===== src/rtl/pc_return_stack_if.sv =====
// Control-unit <-> PC stage bundle: strobes and target in, PC, occupancy and error flags out.
interface pc_return_stack_if #(
  parameter int ADDR_W = 5,
  parameter int DEPTH  = 4
);
  localparam int DEPTH_W = $clog2(DEPTH + 1);

  logic               en;
  logic               jmp;
  logic               ret;
  logic [ADDR_W-1:0]  target;
  logic [ADDR_W-1:0]  pc;
  logic [DEPTH_W-1:0] depth;
  logic               stk_full;
  logic               stk_empty;
  logic               ovf_err;
  logic               unf_err;

  modport master (
    output en, jmp, ret, target,
    input  pc, depth, stk_full, stk_empty, ovf_err, unf_err
  );

  modport slave (
    input  en, jmp, ret, target,
    output pc, depth, stk_full, stk_empty, ovf_err, unf_err
  );
endinterface


===== src/rtl/pc_return_stack.sv =====
// PC stage with a hardware return-address stack: jmp pushes pc+1 and jumps, ret pops.
// Occupancy and sticky overflow/underflow flags are reported alongside the PC.
module pc_return_stack #(
  parameter int ADDR_W = 5,
  parameter int DEPTH  = 4,
  parameter int RST_PC = 0
) (
  input  logic             clk,
  input  logic             rst_n,
  pc_return_stack_if.slave bus
);
  localparam int DEPTH_W = $clog2(DEPTH + 1);

  logic [ADDR_W-1:0]  pc_q, pc_d;
  logic [DEPTH_W-1:0] depth_q, depth_d;
  logic               ovf_err_q, ovf_err_d;
  logic               unf_err_q, unf_err_d;
  logic [ADDR_W-1:0]  stack_q [DEPTH];
  logic [ADDR_W-1:0]  stack_d [DEPTH];

  logic [ADDR_W-1:0]  pc_inc;
  logic [ADDR_W-1:0]  stack_top;
  logic               full;
  logic               empty;
  logic               push;

  assign pc_inc = pc_q + 1'b1;
  assign full   = (depth_q == DEPTH_W'(DEPTH));
  assign empty  = (depth_q == '0);

  always_comb begin
    pc_d      = pc_q;
    depth_d   = depth_q;
    ovf_err_d = ovf_err_q;
    unf_err_d = unf_err_q;
    push      = 1'b0;
    stack_top = '0;

    // Top-of-stack lives at depth-1; compare-based mux keeps index widths exact.
    for (int i = 0; i < DEPTH; i++) begin
      if (depth_q == DEPTH_W'(i + 1)) stack_top = stack_q[i];
    end

    if (bus.en) begin
      if (bus.jmp) begin
        pc_d = bus.target;
        if (full) begin
          ovf_err_d = 1'b1;
        end else begin
          push    = 1'b1;
          depth_d = depth_q + 1'b1;
        end
      end else if (bus.ret) begin
        if (empty) begin
          unf_err_d = 1'b1;
          pc_d      = pc_inc;
        end else begin
          pc_d    = stack_top;
          depth_d = depth_q - 1'b1;
        end
      end else begin
        pc_d = pc_inc;
      end
    end

    for (int i = 0; i < DEPTH; i++) begin
      stack_d[i] = stack_q[i];
      if (push && (depth_q == DEPTH_W'(i))) stack_d[i] = pc_inc;
    end
  end

  always_ff @(posedge clk or negedge rst_n) begin
    if (!rst_n) begin
      pc_q      <= ADDR_W'(RST_PC);
      depth_q   <= '0;
      ovf_err_q <= 1'b0;
      unf_err_q <= 1'b0;
    end else begin
      pc_q      <= pc_d;
      depth_q   <= depth_d;
      ovf_err_q <= ovf_err_d;
      unf_err_q <= unf_err_d;
    end
  end

  // Entries above depth are dead after reset, so the array needs no reset.
  always_ff @(posedge clk) begin
    for (int i = 0; i < DEPTH; i++) stack_q[i] <= stack_d[i];
  end

  assign bus.pc        = pc_q;
  assign bus.depth     = depth_q;
  assign bus.stk_full  = full;
  assign bus.stk_empty = empty;
  assign bus.ovf_err   = ovf_err_q;
  assign bus.unf_err   = unf_err_q;
endmodule

===== src/flat_wrapper.sv =====
// flat-port wrapper written by rule: the top's interface ports become plain ports
module pc_return_stack_flat 
#(
  parameter int ADDR_W = 5,
  parameter int DEPTH  = 4,
  parameter int RST_PC = 0
)
  (clk, rst_n, bus_en, bus_jmp, bus_ret, bus_target, bus_pc, bus_depth, bus_stk_full, bus_stk_empty, bus_ovf_err, bus_unf_err);
  pc_return_stack_if #(.ADDR_W(ADDR_W), .DEPTH(DEPTH)) bus_i ();
  input  logic clk;
  input  logic rst_n;
  input wire logic [$bits(bus_i.en)-1:0] bus_en;
  input wire logic [$bits(bus_i.jmp)-1:0] bus_jmp;
  input wire logic [$bits(bus_i.ret)-1:0] bus_ret;
  input wire logic [$bits(bus_i.target)-1:0] bus_target;
  output wire logic [$bits(bus_i.pc)-1:0] bus_pc;
  output wire logic [$bits(bus_i.depth)-1:0] bus_depth;
  output wire logic [$bits(bus_i.stk_full)-1:0] bus_stk_full;
  output wire logic [$bits(bus_i.stk_empty)-1:0] bus_stk_empty;
  output wire logic [$bits(bus_i.ovf_err)-1:0] bus_ovf_err;
  output wire logic [$bits(bus_i.unf_err)-1:0] bus_unf_err;
  assign bus_i.en = bus_en;
  assign bus_i.jmp = bus_jmp;
  assign bus_i.ret = bus_ret;
  assign bus_i.target = bus_target;
  assign bus_pc = bus_i.pc;
  assign bus_depth = bus_i.depth;
  assign bus_stk_full = bus_i.stk_full;
  assign bus_stk_empty = bus_i.stk_empty;
  assign bus_ovf_err = bus_i.ovf_err;
  assign bus_unf_err = bus_i.unf_err;
  pc_return_stack #(.ADDR_W(ADDR_W), .DEPTH(DEPTH), .RST_PC(RST_PC)) u_core (.clk(clk), .rst_n(rst_n), .bus(bus_i));
endmodule

===== config.mk =====
export PLATFORM = sky130hd
export DESIGN_NAME = pc_return_stack_flat
export DESIGN_NICKNAME = d
export VERILOG_FILES = /design/src/rtl/pc_return_stack_if.sv /design/src/rtl/pc_return_stack.sv /design/src/flat_wrapper.sv
export SDC_FILE = /design/constraint.sdc
export NUM_CORES = 1
export LEC_CHECK = 0
export ABC_AREA = 0
export BUFFER_PORTS_ARGS = -buffer_cell sky130_fd_sc_hd__buf_2
export CORE_MARGIN = 3
export CORE_UTILIZATION = 40
export DETAILED_ROUTE_END_ITERATION = 7
export GPL_ROUTABILITY_DRIVEN = 0
export PLACE_DENSITY = 0.64
export SLEW_MARGIN = 20
export SYNTH_ARGS = -nofsm -noshare
export SYNTH_HDL_FRONTEND = slang
export SYNTH_SLANG_ARGS = --single-unit
export TNS_END_PERCENT = 1

===== constraint.sdc =====
create_clock -name clk -period 2.6 [get_ports clk]
set_clock_uncertainty 0.05 [all_clocks]
set_input_delay 0 -clock clk [delete_from_list [all_inputs] [get_ports clk]]
set_output_delay 0 -clock clk [all_outputs]
set_load 0.02 [all_outputs]

==> summary.md, run 1 <==
| Metric | Value |
|---|---|
| Initial antenna violation count | 0 |
| CP arrival | 2240 ps |
| Worst r2r path cells | 5 |
| Total track usage | 18.69% |
| Clk slew on worst S/H paths | 70 ps |
| Max stage delay cell, worst path | nor3b_1 |
| Final Hold Fails | 0 |
| Number of synthesized flops with an enable pin | 20 |
| Net Switching | roughly 670 uW |
| Total setup buffers inserted after CTS | 0 |
| Minimum clock period after layout | around 2400 ps |
| Max-Cap Viols | 0 |
| Slew HR | between 30% and 40% |
| Critical Path Stages | 5 |
| CP max stage delay | 830 ps |
| Status | finished clean |
| Synth Area in Adders | 5.800% |
| Synthesized area | 0.001510 mm^2 |
| Grt ovf | 0 |
| Post-DP HPWL | 2650 um |
| WL/cell | 17.60 um |
| CTS H-tree lvls | 2 |
| WP data required | 2460 ps |
| Final Non-Filler Cells | 208 |
| # clock sinks | 30 |
| Diodes inserted | 0 |
| CTS Root Cell | clkbuf_8 |
| Main combinational cell family by area after synthesis | compound AO/OA/AOI/OAI gates |
| XOR/XNOR share of the synthesized area | 2.320% |
| Synth warnings | 0 |
| Nets | approximately 180 |
| Global-route wire length before repair | 5906 um |
| Drt drc | 0 |
| Clk_lat worst skew | 290 ps |
| Register area | roughly 850 um^2 |
| Reg power frac | ~36% |
| RSZ-0062 raised after global routing | no |
| RR Endpoint | u_core.stack_q[3][1]$_DFFE_PP_ |
| Final setup fails | 0 |
| CP Buf/Inv Count | 2 |
| Multi-input gate area | 595.6 um^2 |
| CP endpoint | u_core.stack_q[3][1]$_DFFE_PP_ |
| Number of fill cells in the layout | 311 |
| Combinational share of power | 35.1% |
| Min-Delay Path Class | primary input to flip-flop |
| Vias | between 1k and 1.5k |
| Worst R2R Start | u_core.bus.depth[0]$_DFFE_PN0P_ |
| Crit end category | flip-flop |
| Inserted Clock Buffers | 5 |
| Switching part of the total power | roughly a third |
| PD cells | 1042 mW/mm^2 |
| Worst slew pin tran | 996.6 ps |
| CP Launch Type | flip-flop |
| Final worst path period share | 91.43% |
| Avg Cell Area, Syn | 11.44 um^2 |
| CTS Buffer Depth | 2 |
| Full die area | 0.004549 mm^2 |
| Critical Path Source | u_core.bus.depth[0]$_DFFE_PN0P_ |
| Final setup TNS | 0 ps |
| Row count | 21 |
| Die height | 67.45 um |
| Yosys reg bits | 30 |
| CTS resizes | 0 |
| Clock power share | between 20% and 30% |
| Post-synthesis sequential area ratio | between 50% and 60% |
| 1st-iter DRT viols | ~110 |
| Post-synthesis simple-gate area fraction | approximately 11% |
| IO Count | 22 |
| Post-synthesis mux area share | 0% |
| Synth Area in Compound Gates | 20.30% |
| Area growth syn-to-layout | 21.87% |
| Yosys cell types | 40 |
| CP delay by family, top | simple AND/OR/NAND/NOR gates |
| CP Cell Sequence | inv_1 > ha_1 > nand2_1 > inv_2 > nor3b_1 |
| Core Footprint | 0.003495 mm^2 |
| Crit Path Max Fanout | 9 |
| Most frequent cells in the layout | buf_2, edfxtp_1, nand2_1 |
| Worst IR Drop VDD | around 0.46 mV |
| Dpl cells | 195 |
| Port Buffer Count | 21 |
| Pleak | 0.0007474 uW |
| Largest net degree at the start of global routing | 17 |
| CTS tree | built |
| Vias/cell | about 5.7 |
| Vias in the first global route | 1171 |
| Max-slew violation count | 0 |
| Synth Flop Type | edfxtp_1 |
| First-pass detailed-route iteration total | 4 |
| Hold Path Cell Cnt | 3 |
| Most common cell after layout, fill and taps aside | buf_2 |
| Ys async rst share | 33.33% |
| DIE WIDTH | 67.45 um |
| Post-Syn Instances | 132 |
| Routed WL | 3661 um |
| Fmax | 0.4207 GHz |
| ANT nets after route | 0 |
| Internal power | between 1000 and 1500 uW |
| Syn Nets | 149 |
| Setup Crit Path Kind | flip-flop to flip-flop |
| R2R Setup Slk | 220 ps |
| Initial core utilization | a little over two fifths |
| Layout cells sized above 1 | ~22% |
==> final cells by class <==
type                    instances  share of cell area (%)
repair buffers                 27                   8.838
multi-input cells              86                   32.36
well taps                      46                   3.127
inverters                      11                   2.243
flip-flops and latches         30                   46.23
clock inverters                 3                   3.467
clock buffers                   5                   3.739
==> synthesized netlist by cell type (all sizes together) (4+ instances only) <==
master	number	area, um^2
a21oi	5	25.02
a31oi	4	25.02
dfrtp	10	250.2
edfxtp	20	600.6
ha	7	87.58
inv	11	41.29
nand2	11	41.29
nand3	5	25.02
nor2	7	26.28
o21ai	5	25.02
o22ai	4	25.02
==> power by group through the flow <==
stage / combinational, uW / clock (uW) / sequential [uW]
3_5_place_dp: 667 / 0 / 692
5_1_grt: 754 / 600 / 694
4_1_cts: 677 / 570 / 682
3_3_place_gp: 661 / 0 / 690
6_report: 673 / 563 / 682
2_1_floorplan: 425 / 0 / 729
==> tightest hold or removal path: stages <==
cell and delay (ps):
buf_2 90, o211ai_1 80, o22ai_1 120
==> flip-flops by register name (all words and copies together) (netlist names) <==
register	flops
u_core.bus.unf_err	1
u_core.bus.depth	3
u_core.bus.ovf_err	1
u_core.bus.pc	5
u_core.stack_q	20
==> cells by family after synthesis <==
group           after synthesis
compound gates               42
simple gates                 33
flops                        30
buf+inv                      16
fa+ha+maj                     7
xor+xnor                      4
==> through the flow <==
stage	util, %	hold WS [ps]	worst slack (ps)	cell area [um^2]	power (uW)
finish	52.67	2.994	222.8	1841	1917
floorplan	-	-345.6	554.1	1510	1154
global placement	47.44	-171.0	273.4	1658	1351
CTS	52.67	1.427	224.9	1841	1929
global route	52.67	19.64	36.95	1841	2047
detailed placement	47.44	-166.5	236.8	1658	1359
==> worst min path at each step <==
stage | to | slack (ps) | startpoint
3_3_place_gp | u_core.bus.ovf_err$_DFFE_PN0P_ | -170 | rst_n
5_1_grt | u_core.bus.pc[1]$_DFFE_PN0P_ | 20 | bus_target[1]
4_1_cts | u_core.bus.pc[1]$_DFFE_PN0P_ | 1 | bus_target[1]
2_1_floorplan | u_core.bus.depth[0]$_DFFE_PN0P_ | -350 | rst_n
6_report | u_core.bus.pc[1]$_DFFE_PN0P_ | 3 | bus_target[1]
3_5_place_dp | u_core.bus.ovf_err$_DFFE_PN0P_ | -170 | rst_n
==> per-layer routing <==
metal	share of wire, %	global-route usage, %	wire, um	up-vias
met5	0	0	0	-
met4	1.3	8.101	48	0
met3	6.9	6.988	253	6
met2	49	27.48	1780	45
met1	43	24.60	1579	585
li1	-	-	-	555
==> what timing repair did <==
item | CTS | global route
endpoints found under the hold margin | 14 | 0
endpoints found under the setup margin | 0 | 0
hold buffers | 5 | 0
Note: power is estimated with default switching activity, not from simulation.
==> inputs of run 2 (changes only) <==
--- a/config.mk
+++ b/config.mk
@@ -12,6 +12,7 @@
 export DETAILED_ROUTE_END_ITERATION = 7
 export GPL_ROUTABILITY_DRIVEN = 0
 export PLACE_DENSITY = 0.64
+export REMOVE_ABC_BUFFERS = 1
 export SLEW_MARGIN = 20
 export SYNTH_ARGS = -nofsm -noshare
 export SYNTH_HDL_FRONTEND = slang
==> run 2 against run 1 <==
Effect of this change:
- clock power shrank 36%
- sequential cell count unchanged
- sequential share of layout area increased by 1.6 points
- total power decreased by 10%
- cell count decreased by 0.48%
- utilization decreased by 1.8 points
- first-iteration DRC count rose by 15%
- setup slack better by 380 ps
- highest routed layer unchanged
==> summary.md, run 2 (synthesis gave the netlist of run 1 again) <==
| Metric | Value |
|---|---|
| Largest net degree at the start of global routing | 17 (unchanged) |
| Final WS setup | 600.4 ps (+377.6 ps) |
| Core Footprint | 0.003495 mm^2 (unchanged) |
| RSZ-0062 raised after global routing | no |
| Number of fill cells in the layout | 330 (+6.1%) |
| Global-route wire length before repair | 5823 um (-1.4%) |
| Total track usage | 18.20% (-0.49 points) |
| Initial core utilization | 43.22% (unchanged) |
| Final Util | 50.88% (-1.8 points) |
| Place WS | 601.8 ps (+365.0 ps) |
| Final setup TNS | 0 ps (unchanged) |
| 1st-iter DRT viols | 128 (+15%) |
| Slew HR | 64.30% (+31 points) |
| Clk slew on worst S/H paths | 70 ps (about the same) |
| Total setup buffers inserted after CTS | 0 (unchanged) |
| CP Launch Type | flip-flop |
| CTS Root Cell | clkbuf_8 |
| Max-slew violation count | 0 (unchanged) |
| Post-DP HPWL | 2668 um (+0.66%) |
| Crit end category | flip-flop |
| Dpl cells | 197 (+1.0%) |
| Minimum clock period after layout | 2000 ps (-377.6 ps) |
| Worst IR Drop VDD | 0.3810 mV (-17%) |
| Pleak | 0.0007204 uW (-3.6%) |
| Port Buffer Count | 21 (unchanged) |
| # clock sinks | 30 (unchanged) |
| Grt ovf | 0 (unchanged) |
| Vias | 1189 (-0.17%) |
| Final setup fails | 0 (unchanged) |
| Status | finished clean |
| Setup Crit Path Kind | flip-flop to flip-flop |
| Final worst path period share | 76.91% (-15 points) |
| DIE WIDTH | 67.45 um (unchanged) |
| Area growth syn-to-layout | 17.73% |
| Drt drc | 0 (unchanged) |
| WP data required | 2720 ps (+260 ps) |
| Register name with the most flops | u_core.stack_q |
| Crit Path Max Fanout | 7 (-2) |
| Die height | 67.45 um (unchanged) |
| Routed WL | 3492 um (-4.6%) |
| CP arrival | 2120 ps (-120 ps) |
| Net Switching | 669.0 uW (-0.48%) |
| Diodes inserted | 0 (unchanged) |
| Initial antenna violation count | 0 (unchanged) |
| Max-Cap Viols | 0 (unchanged) |
| Worst slew pin tran | 531.6 ps (-465.0 ps) |
| Most frequent cells in the layout | buf_2, edfxtp_1, nand2_1 |
| Layout cells sized above 1 | 23.60% (+1.4 points) |
| Final Non-Filler Cells | 207 (-0.48%) |
| Inserted Clock Buffers | 5 (unchanged) |
| First-pass detailed-route iteration total | 4 (unchanged) |
| Combinational share of power | 40.7% (+5.6 points) |
| Clock power share | 20.9% (-8.4 points) |
| Most common cell after layout, fill and taps aside | buf_2 |
| Tot Pwr | 1725 uW (-10%) |
| CTS H-tree lvls | 2 (unchanged) |
| IO Count | 22 (unchanged) |
| Fmax | 0.5001 GHz (+19%) |
| Vias/cell | 5.744 (+0.31%) |
| WL/cell | 16.87 um (-4.2%) |
| CTS Buffer Depth | 2 (unchanged) |
| CTS tree | built |
| PD cells | 970.1 mW/mm^2 (-6.9%) |
| Vias in the first global route | 1194 (+2.0%) |
| Internal power | 1056 uW (-15%) |
| Reg power frac | 38.3% (+2.7 points) |
| Final Hold Fails | 0 (unchanged) |
| Switching part of the total power | 38.79% (+3.7 points) |
| Row count | 21 (unchanged) |
| Min-Delay Path Class | primary input to flip-flop |
| Nets | 177 (-0.56%) |
| Max FFs per register | 20 (unchanged) |
| Clk_lat worst skew | 290 ps (about the same) |
| Full die area | 0.004549 mm^2 (unchanged) |
| ANT nets after route | 0 (unchanged) |
==> run 2: layout make-up <==
class	instances	area, um^2	share of cell area [%]
clock buffer	5	68.82	3.871
clock inverter	3	16.27	0.9148
inverter	11	41.29	2.322
multi-input combinational	86	595.6	33.50
sequential	30	850.8	47.85
tap	46	57.56	3.237
timing repair buffer	26	147.6	8.304
==> run 2: path summary, 6_finish.rpt <==
path,from,endpoint,slack (ps),depth (start not counted)
setup / recovery,u_core.bus.depth[0]$_DFFE_PN0P_,u_core.bus.pc[2]$_DFFE_PN0P_,600,6
hold / removal,bus_target[2],u_core.bus.pc[2]$_DFFE_PN0P_,4,4
setup reg to reg,u_core.bus.depth[0]$_DFFE_PN0P_,u_core.bus.pc[2]$_DFFE_PN0P_,600,6
hold reg to reg,u_core.bus.ovf_err$_DFFE_PN0P_,u_core.bus.ovf_err$_DFFE_PN0P_,440,1
max in group asynchronous,rst_n,u_core.bus.pc[1]$_DFFE_PN0P_,2220,2
min in group asynchronous,rst_n,u_core.bus.depth[0]$_DFFE_PN0P_,60,2
==> run 2: layer usage <==
layer / GRT usage [%] / vias up / part of all wire [%]
li1: - / 559 / -
met1: 24.09 / 571 / 45
met2: 25.77 / 43 / 45
met3: 5.657 / 16 / 6.1
met4: 11.39 / 0 / 3.9
met5: 0 / - / 0
==> run 2: critical path, cell delays in order, from the launching register on <==
cell and delay, ps:
dfrtp_1 430, inv_1 130, ha_1 320, nor2b_2 110, a22o_1 190, a221o_1 320
a221o_1 340
==> run 2: timing repair <==
item | in CTS | in global routing
resized for setup | 0 | 0
hold buffers | 2 | 0
setup endpoints to repair | 0 | 0
hold endpoints to repair | 11 | 0
==> run 2: per-stage QoR <==
stage	hold slack (ps)	area [um^2]
floorplan	-345.6	1488
global placement	-171.5	1673
detailed placement	-168.7	1673
CTS	2.636	1778
global route	33.07	1778
finish	4.399	1778
==> run 2: power groups by stage <==
stage                     clock (uW)  sequential, uW  combinational, uW
after floorplan                    0             742                401
after global placement             0             668                692
after detailed placement           0             672                702
after CTS                        371             662                708
after global routing             390             670                786
final                            361             661                702
==> inputs of run 3 (changes only) <==
--- a/config.mk
+++ b/config.mk
@@ -11,7 +11,7 @@
 export CORE_UTILIZATION = 40
 export DETAILED_ROUTE_END_ITERATION = 7
 export GPL_ROUTABILITY_DRIVEN = 0
-export PLACE_DENSITY = 0.64
+export PLACE_DENSITY = 0.67
 export REMOVE_ABC_BUFFERS = 1
 export SLEW_MARGIN = 20
 export SYNTH_ARGS = -nofsm -noshare
==> constraint.sdc (replaced) <==
create_clock -name clk -period 1.8 [get_ports clk]
set_clock_uncertainty 0.05 [all_clocks]
set_input_delay 0 -clock clk [delete_from_list [all_inputs] [get_ports clk]]
set_output_delay 0 -clock clk [all_outputs]
set_load 0.02 [all_outputs]
==> run 3 against run 2 <==
Effect of this change:
- global-route usage grew 0.37 points
- sequential cell count is the same
- count of clock-buffer cells in the layout is the same
- largest cell class unchanged
==> summary.md, run 3 (synthesis gave the netlist of run 1 again) <==
| Metric | Value |
|---|---|
| 1st-iter DRT viols | 102 (-20%) |
| DR WL met2 | 1834 um (+17%) |
| Vias in the first global route | 1202 (+0.67%) |
| Diodes inserted | 0 (unchanged) |
| Drt drc | 0 (unchanged) |
| Final setup fails | 0 (unchanged) |
| Max FFs per register | 20 (unchanged) |
| Vias | 1260 (+6.0%) |
| CTS Root Cell | clkbuf_8 |
| Max-slew violation count | 0 (unchanged) |
| Row count | 21 (unchanged) |
| Worst R2R Start | u_core.bus.depth[0]$_DFFE_PN0P_ |
| Crit Path Max Fanout | 5 (-2) |
| Clk slew on worst S/H paths | 70 ps (about the same) |
| Number of fill cells in the layout | 295 (-11%) |
| Fmax | 0.5644 GHz (+13%) |
| Hold path endpoint | u_core.bus.pc[2]$_DFFE_PN0P_ |
| Clk_lat worst skew | 280 ps (about the same) |
| IO Count | 22 (unchanged) |
| Min-Delay Path Class | primary input to flip-flop |
| DRT met1 WL | 1705 um (+8.2%) |
| DIE WIDTH | 67.45 um (unchanged) |
| Final worst path period share | 98.43% (+22 points) |
| Final WS setup | 28.27 ps (-572.2 ps) |
| WL/cell | 16.91 um (+0.22%) |
| PD cells | 1556 mW/mm^2 (+60%) |
| Status | finished clean |
| CP Launch Type | flip-flop |
| # clock sinks | 30 (unchanged) |
| CP arrival | 1890 ps (-230 ps) |
| Register name with the most flops | u_core.stack_q |
| Routed WL | 3821 um (+9.4%) |
| Worst r2r path cells | 6 (unchanged) |
| Initial core utilization | 43.22% (unchanged) |
| Worst IR Drop VDD | 0.7215 mV (+89%) |
| R2R Setup Slk | 30 ps (-570 ps) |
| Setup Crit Path Kind | flip-flop to flip-flop |
| WP data required | 1920 ps (-800 ps) |
| Global-route wire length before repair | 5878 um (+0.94%) |
| Pleak | 0.0008371 uW (+16%) |
| Post-DP HPWL | 2740 um (+2.7%) |
| Hold Path Cell Cnt | 4 (unchanged) |
| Total track usage | 18.57% (+0.37 points) |
| Hold path startpoint | bus_target[2] |
| Port Buffer Count | 21 (unchanged) |
| Multi-input gate area | 653.1 um^2 (+9.7%) |
| Nets | 196 (+11%) |
| Largest net degree at the start of global routing | 17 (unchanged) |
| Final Hold Fails | 0 (unchanged) |
| Vias/cell | 5.575 (-2.9%) |
| Layout cells sized above 1 | 35.00% (+11 points) |
| CTS H-tree lvls | 2 (unchanged) |
| Die height | 67.45 um (unchanged) |
| Met3 routed WL | 246 um (+16%) |
| Full die area | 0.004549 mm^2 (unchanged) |
| ANT nets after route | 0 (unchanged) |
| Initial antenna violation count | 0 (unchanged) |
| CTS Buffer Depth | 2 (unchanged) |
| Most frequent cells in the layout | buf_2, buf_4, edfxtp_1 |
| Place WS | -86.89 ps (-688.7 ps) |
| Area growth syn-to-layout | 34.30% |
| Max-Cap Viols | 0 (unchanged) |
| Minimum clock period after layout | 1772 ps (-227.8 ps) |
| Crit end category | flip-flop |
| Inserted Clock Buffers | 5 (unchanged) |
| Worst slew pin tran | 433.9 ps (-97.77 ps) |
| Register area | 850.8 um^2 (unchanged) |
| RR Endpoint | u_core.bus.pc[2]$_DFFE_PN0P_ |
| RSZ-0062 raised after global routing | yes |
| Grt ovf | 0 (unchanged) |
| Slew HR | 70.98% (+6.7 points) |
| Worst hold slack | 17.60 ps (+13.20 ps) |
| First-pass detailed-route iteration total | 4 (unchanged) |
| CTS tree | built |
| Highest metal used | met4 |
| Core Footprint | 0.003495 mm^2 (unchanged) |
==> run 3: critical path: stages (launching register included) <==
cell	delay (ps)
dfrtp_1	430
inv_2	140
ha_4	180
nor2b_4	50
a22o_1	180
a221o_1	310
a221o_1	330
==> run 3: cell type report <==
cell class                      instances  share of cell area, %
Sequential cell                        30                  41.95
Clock inverter                          3                  3.146
Timing Repair Buffer                   45                  14.44
Tap cell                               46                  2.838
Inverter                               11                  2.036
Multi-Input combinational cell         86                  32.20
Clock buffer                            5                  3.393
==> run 3: what timing repair did <==
item,4_1_cts,5_1_grt
endpoints found under the setup margin,14,23
endpoints found under the hold margin,12,0
resized for setup,4,8
hold buffers,3,0
pin swaps,1,2
buffers inserted,1,1
==> run 3: how the worst max path moves through the flow <==
stage | end | slack, ps | startpoint
3_3_place_gp | u_core.bus.pc[2]$_DFFE_PN0P_ | 2 | u_core.bus.depth[0]$_DFFE_PN0P_
5_1_grt | u_core.bus.pc[2]$_DFFE_PN0P_ | -40 | u_core.bus.depth[1]$_DFFE_PN0P_
2_1_floorplan | u_core.stack_q[3][0]$_DFFE_PP_ | -250 | u_core.bus.depth[0]$_DFFE_PN0P_
3_5_place_dp | u_core.bus.pc[2]$_DFFE_PN0P_ | -90 | u_core.bus.depth[0]$_DFFE_PN0P_
6_report | u_core.bus.pc[2]$_DFFE_PN0P_ | 30 | u_core.bus.depth[0]$_DFFE_PN0P_
4_1_cts | u_core.bus.pc[2]$_DFFE_PN0P_ | -50 | u_core.bus.depth[0]$_DFFE_PN0P_
==> run 3: routing by layer <==
metal	up-vias	global-route usage (%)
met4	0	6.835
li1	595	-
met1	611	24.76
met5	-	0
met2	50	28.59
met3	4	5.491
==> run 3: stage by stage <==
step	area (um^2)	utilization, %	TNS (ps)	instances	power, uW
final	2028	58.04	0	226	3156
after CTS	1973	56.46	-48.06	225	3049
after global placement	1793	51.31	0	213	2152
after floorplan	1488	-	-1558	127	1650
after detailed placement	1793	51.31	-282.2	213	2187
after global routing	2028	58.04	-106.8	226	3340
==> run 3: where the power goes <==
group          switching (uW)  internal (uW)
Sequential               82.6            872
Clock                     251            547
Combinational             755            649
